**config.mk**
```make
export PLATFORM = sky130hd
export DESIGN_NAME = snap_capture_ctrl
export DESIGN_NICKNAME = d
export VERILOG_FILES = /design/src/rtl/snap_capture_ctrl.sv
export SDC_FILE = /design/constraint.sdc
export NUM_CORES = 1
export LEC_CHECK = 0
export ABC_AREA = 0
export ABC_CLOCK_PERIOD_IN_PS = 4400
export CAP_MARGIN = 20
export CORE_UTILIZATION = 40
export DETAILED_ROUTE_END_ITERATION = 6
export PLACE_DENSITY = 0.82
export SLEW_MARGIN = 20
export SYNTH_ARGS = -nofsm -noshare
export SYNTH_HDL_FRONTEND = slang
export SYNTH_SLANG_ARGS = --single-unit
```
**constraint.sdc**
```tcl
create_clock -name user_clk -period 4.4 [get_ports user_clk]
set_input_delay 0.88 -clock user_clk [delete_from_list [all_inputs] [get_ports user_clk]]
set_output_delay 0.88 -clock user_clk [all_outputs]
set_load 0.02 [all_outputs]
```
**src/rtl/snap_capture_ctrl.sv**
```systemverilog
// Snapshot capture sequencer: arm/trigger/stop from a software control word, writes samples into BRAM.
// Define SNAP_CIRC_EN to build the circular (wrap until stop) capture variant.
module snap_capture_ctrl #(
    parameter int ADDR_W = 10,
    parameter int DATA_W = 64
) (
    input  logic              user_clk,
    input  logic              user_rst_n,
    input  logic [31:0]       ctrl_word,
    input  logic              ext_trig,
    input  logic [DATA_W-1:0] din,
    input  logic              din_valid,
    output logic              bram_we,
    output logic [ADDR_W-1:0] bram_addr,
    output logic [DATA_W-1:0] bram_din,
    output logic [31:0]       status_word
);

    // state   | meaning
    // IDLE    | waiting for arm rising edge
    // ARMED   | waiting for ext_trig (or stop)
    // CAPTURE | writing qualified samples
    // DONE    | capture finished, holding count until re-arm
    localparam logic [1:0] S_IDLE    = 2'd0;
    localparam logic [1:0] S_ARMED   = 2'd1;
    localparam logic [1:0] S_CAPTURE = 2'd2;
    localparam logic [1:0] S_DONE    = 2'd3;

    localparam logic [ADDR_W-1:0] ONE_A = {{(ADDR_W-1){1'b0}}, 1'b1};
    localparam logic [ADDR_W:0]   ONE_C = {{ADDR_W{1'b0}}, 1'b1};

    logic [1:0]        state_q, state_d;
    logic [ADDR_W:0]   count_q, count_d;
    logic              wrapped_q, wrapped_d;
    logic              arm_q, stop_q;
    logic              we_q, we_d;
    logic [ADDR_W-1:0] addr_q, addr_d;
    logic [DATA_W-1:0] din_q, din_d;
    logic [31:0]       status_q, status_d;

    logic            arm_p, stop_p, wr_ok, do_wr;
    logic [ADDR_W:0] count_inc;

    always_comb begin
        arm_p     = ctrl_word[0] & ~arm_q;
        stop_p    = ctrl_word[3] & ~stop_q;
        wr_ok     = din_valid | ~ctrl_word[2];
        state_d   = state_q;
        count_d   = count_q;
        wrapped_d = wrapped_q;
        do_wr     = 1'b0;
`ifdef SNAP_CIRC_EN
        // low bits roll over; the MSB latches so software sees a full buffer once wrapped
        count_inc = {count_q[ADDR_W] | (&count_q[ADDR_W-1:0]), count_q[ADDR_W-1:0] + ONE_A};
`else
        count_inc = count_q + ONE_C;
`endif
        case (state_q)
            S_IDLE, S_DONE: begin
                if (arm_p) begin
                    count_d   = '0;
                    wrapped_d = 1'b0;
                    state_d   = ctrl_word[1] ? S_CAPTURE : S_ARMED;
                end
            end
            S_ARMED: begin
                if (stop_p) begin
                    state_d = S_IDLE;
                end else if (ext_trig) begin
                    state_d = S_CAPTURE;
                    do_wr   = wr_ok;
                end
            end
            default: begin
                do_wr = wr_ok;
`ifdef SNAP_CIRC_EN
                if (stop_p) state_d = S_DONE;
`else
                if (stop_p || (do_wr && count_inc[ADDR_W])) state_d = S_DONE;
`endif
            end
        endcase

        if (do_wr) begin
            count_d = count_inc;
`ifdef SNAP_CIRC_EN
            if (&count_q[ADDR_W-1:0]) wrapped_d = 1'b1;
`endif
        end
`ifndef SNAP_CIRC_EN
        wrapped_d = 1'b0;
`endif

        we_d   = do_wr;
        addr_d = do_wr ? count_q[ADDR_W-1:0] : addr_q;
        din_d  = do_wr ? din : din_q;

        status_d = {(state_q == S_DONE),
                    (state_q == S_ARMED) || (state_q == S_CAPTURE),
                    wrapped_q,
                    {(28-ADDR_W){1'b0}},
                    count_q};
    end

    always_ff @(posedge user_clk) begin
        if (!user_rst_n) begin
            state_q   <= S_IDLE;
            count_q   <= '0;
            wrapped_q <= 1'b0;
            arm_q     <= 1'b0;
            stop_q    <= 1'b0;
            we_q      <= 1'b0;
            addr_q    <= '0;
            din_q     <= '0;
            status_q  <= '0;
        end else begin
            state_q   <= state_d;
            count_q   <= count_d;
            wrapped_q <= wrapped_d;
            arm_q     <= ctrl_word[0];
            stop_q    <= ctrl_word[3];
            we_q      <= we_d;
            addr_q    <= addr_d;
            din_q     <= din_d;
            status_q  <= status_d;
        end
    end

    assign bram_we     = we_q;
    assign bram_addr   = addr_q;
    assign bram_din    = din_q;
    assign status_word = status_q;

endmodule

```
==> results.md <==
- Status: completed
- Clk buf depth: 2
- Clock-pin slew on the worst setup and hold paths: roughly 100 ps
- Setup crit end kind: register
- Final worst slack: between 1000 and 1500 ps
- Critical path launch point type: input pin
- Core Rows: 35
- Routability cong.: around 0.74
- GRT Overall Usage: 0.191
- DRT Wirelength: 9680 um
- Clk_lat worst skew: roughly 360 ps
- H-tree depth: 3
- MaxCap Viol Count: 0
- Die Area: roughly 10000 sq um
- Clock power share: 0.216
- Initial core utilization: 0.416
- Final hold violation count: 0
- Antenna violations before repair: 0
- Met2 usage: 0.325
- TritonCTS clock tree: done
- CTS Hold Bufs: 0
- Peak fanout along the critical path: 45
- Int Pwr: roughly 1.7 mW
- Final Critical Period: approximately 2900 ps
- Netlist cell types: 41
- # DRC: 0
- First-pass GRT wire length: 15300 um
- Die Y: slightly above 100 um
- WS Path Type: input pin to register
- Num ports: 207
- GR Layer Usage met1: 0.219
- Leading area contributor after synthesis: dfxtp_1
- Max-slew violation count: 0
- Routed Antenna Nets: 0
- Fin Hold WS: between 400 and 500 ps
- Detailed placer's ending HPWL: about 6700 um
- Pin count of the biggest net entering global routing: 48
- Combinational power share: 0.353
- Register area share after synthesis: 0.531
- Count leader, synth: nand2_1
- Area grow syn2layout: 46.2%
- Tcrit/Tclk final: 0.667
- CTS Sinks: slightly above 100
- Min-delay worst type: register to register
- Primary FF master, synth: dfxtp_1
- Antenna fix cells: 0
- Largest cells by area after synthesis: dfxtp_1 (53%), nand2_1 (15%), a21oi_1 (11%)
- Setup bufs post-CTS: 0
- Synth top area share: 0.531
- Die Width: 101 um
- Drt via density: approximately 4.8
- Net Sw Power: 943 uW
- Critical path data arrival time: 3220 ps
- CP required: ~4700 ps
- Worst-margin pin slew: slightly above 900 ps
- Mapped cell area: between 3000 and 4000 sq um
- Vias: approximately 3600
- Post-synthesis cell count: ~480
- Worst rel slew slack: 0.387
- Total gr overflow: 0
- Post-synth ARST share: 0
- Net Sw Frac: 0.357
- Final setup viols: 0
- Post-CTS sizing: 0
- Global route hottest layer: met2
- Starting DRT DRC Count: between 150 and 200
- M3 GR Usage: 0.0624
- Pwr Density: approximately 460 nW/um^2
- Number of CTS-inserted buffers: 9
- DP Cell Count: between 700 and 800
- Drt pass-1 iters: 4
- Fmax: around 340 MHz
- Net count, final: 724
- Reg power frac: 0.431
- Number of synthesized flops with an enable pin: 0
- Drt wl/cell: around 13 um
- Setup tns final: 0 ps
- Number of synthesized register bits: between 100 and 150
- Place WS: 1080 ps
- Vias in the first global route: ~3400
- Clock skew: just under 10 ps
- Final Non-Filler Cells: 754
- Synth top cells by count: nand2_1 (159), dfxtp_1 (103), a21oi_1 (85), buf_4 (23), clkbuf_1 (15)
- Core ar.: 9330 sq um
- Static leakage: approximately 2 nW
- Pwr Total: roughly 2.6 mW
- I/O Buffers: 159
- Fillers: 804
- Post-Syn Area per Cell: 8.17 sq um
- Peak supply drop: approximately 0.22 mV
- Share of layout cells above drive strength 1: 0.0560
- Clk root buf: clkbuf_8
- Unrepaired setup endpoints after global routing: no
- Yosys synthesis warning count: 0
flip-flops by register name, summed over array words and instances, names as in the netlist:
name,cells
count_q,11
arm_q,1
bram_addr,10
bram_we,1
state_q,2
stop_q,1
status_word,13
bram_din,64
cell type report:
cell class,count,area (sq um),area share
sequential,103,2060,0.363
timing repair buffer,165,1650,0.290
multi-input combinational,336,1600,0.281
tap,129,161,0.0284
clock buffer,10,138,0.0242
clock inverter,6,52.6,0.00926
inverter,5,18.8,0.00331
path summary, 6_finish.rpt:
kind                                     end    startpoint  slack [ps]  cells past startpoint
worst min-delay path            bram_din[29]  bram_din[29]         460                      2
worst max-delay path            bram_din[25]  ctrl_word[3]        1470                      7
worst max register to register  bram_din[25]    state_q[1]        1900                      7
worst min register to register  bram_din[29]  bram_din[29]         460                      2
layer usage:
layer,wire length (um),share of wire
met1,3990,0.41
met2,4640,0.48
met3,828,0.086
met4,217,0.022
met5,0,0
worst max-delay path, cell delays in order:
cell and delay (ps):
clkdlybuf4s50_1 470, nand2b_1 130, a31oi_2 520, or2_2 650, buf_12 300, nand2_1 80
a21oi_1 170
metrics by stage:
step,area [sq um],util
6_report,5680,0.609
5_1_grt,5680,0.609
4_1_cts,5680,0.609
3_5_place_dp,5490,0.588
3_3_place_gp,5490,0.588
2_1_floorplan,3950,-
placed cells by master (no fill, tap or decap), types with 2 or more instances in the layout:
cell type	n
a21oi_1	85
nand2b_1	3
clkinv_4	2
buf_4	5
conb_1	19
nor3_1	8
nand3_1	2
nor2_1	9
clkdlybuf4s50_1	159
clkbuf_8	10
clkinvlp_4	2
o21ai_0	5
or3_1	2
dfxtp_1	103
a211oi_1	3
nor2b_1	3
inv_1	4
or2_2	2
ha_1	4
and2_1	11
nand2_1	159
nand3b_1	2
logic make-up after synthesis:
kind of cell / share of synthesized area
buffers and inverters: 0.0770
adders and majority gates: 0.0129
AOI/OAI and AO/OA: 0.147
other: 0.000966
muxes: 0.00258
and+or+nand+nor: 0.228
DFF: 0.531
power by group through the flow:
stage | Sequential [mW] | Clock (mW) | Combinational, mW
detailed placement | 1.16 | 0 | 0.935
finish | 1.14 | 0.569 | 0.932
floorplan | 1.31 | 0 | 0.403
global route | 1.16 | 0.622 | 1.01
CTS | 1.14 | 0.588 | 0.938
global placement | 1.15 | 0 | 0.916
No activity file was read; power rests on OpenSTA's default activity.
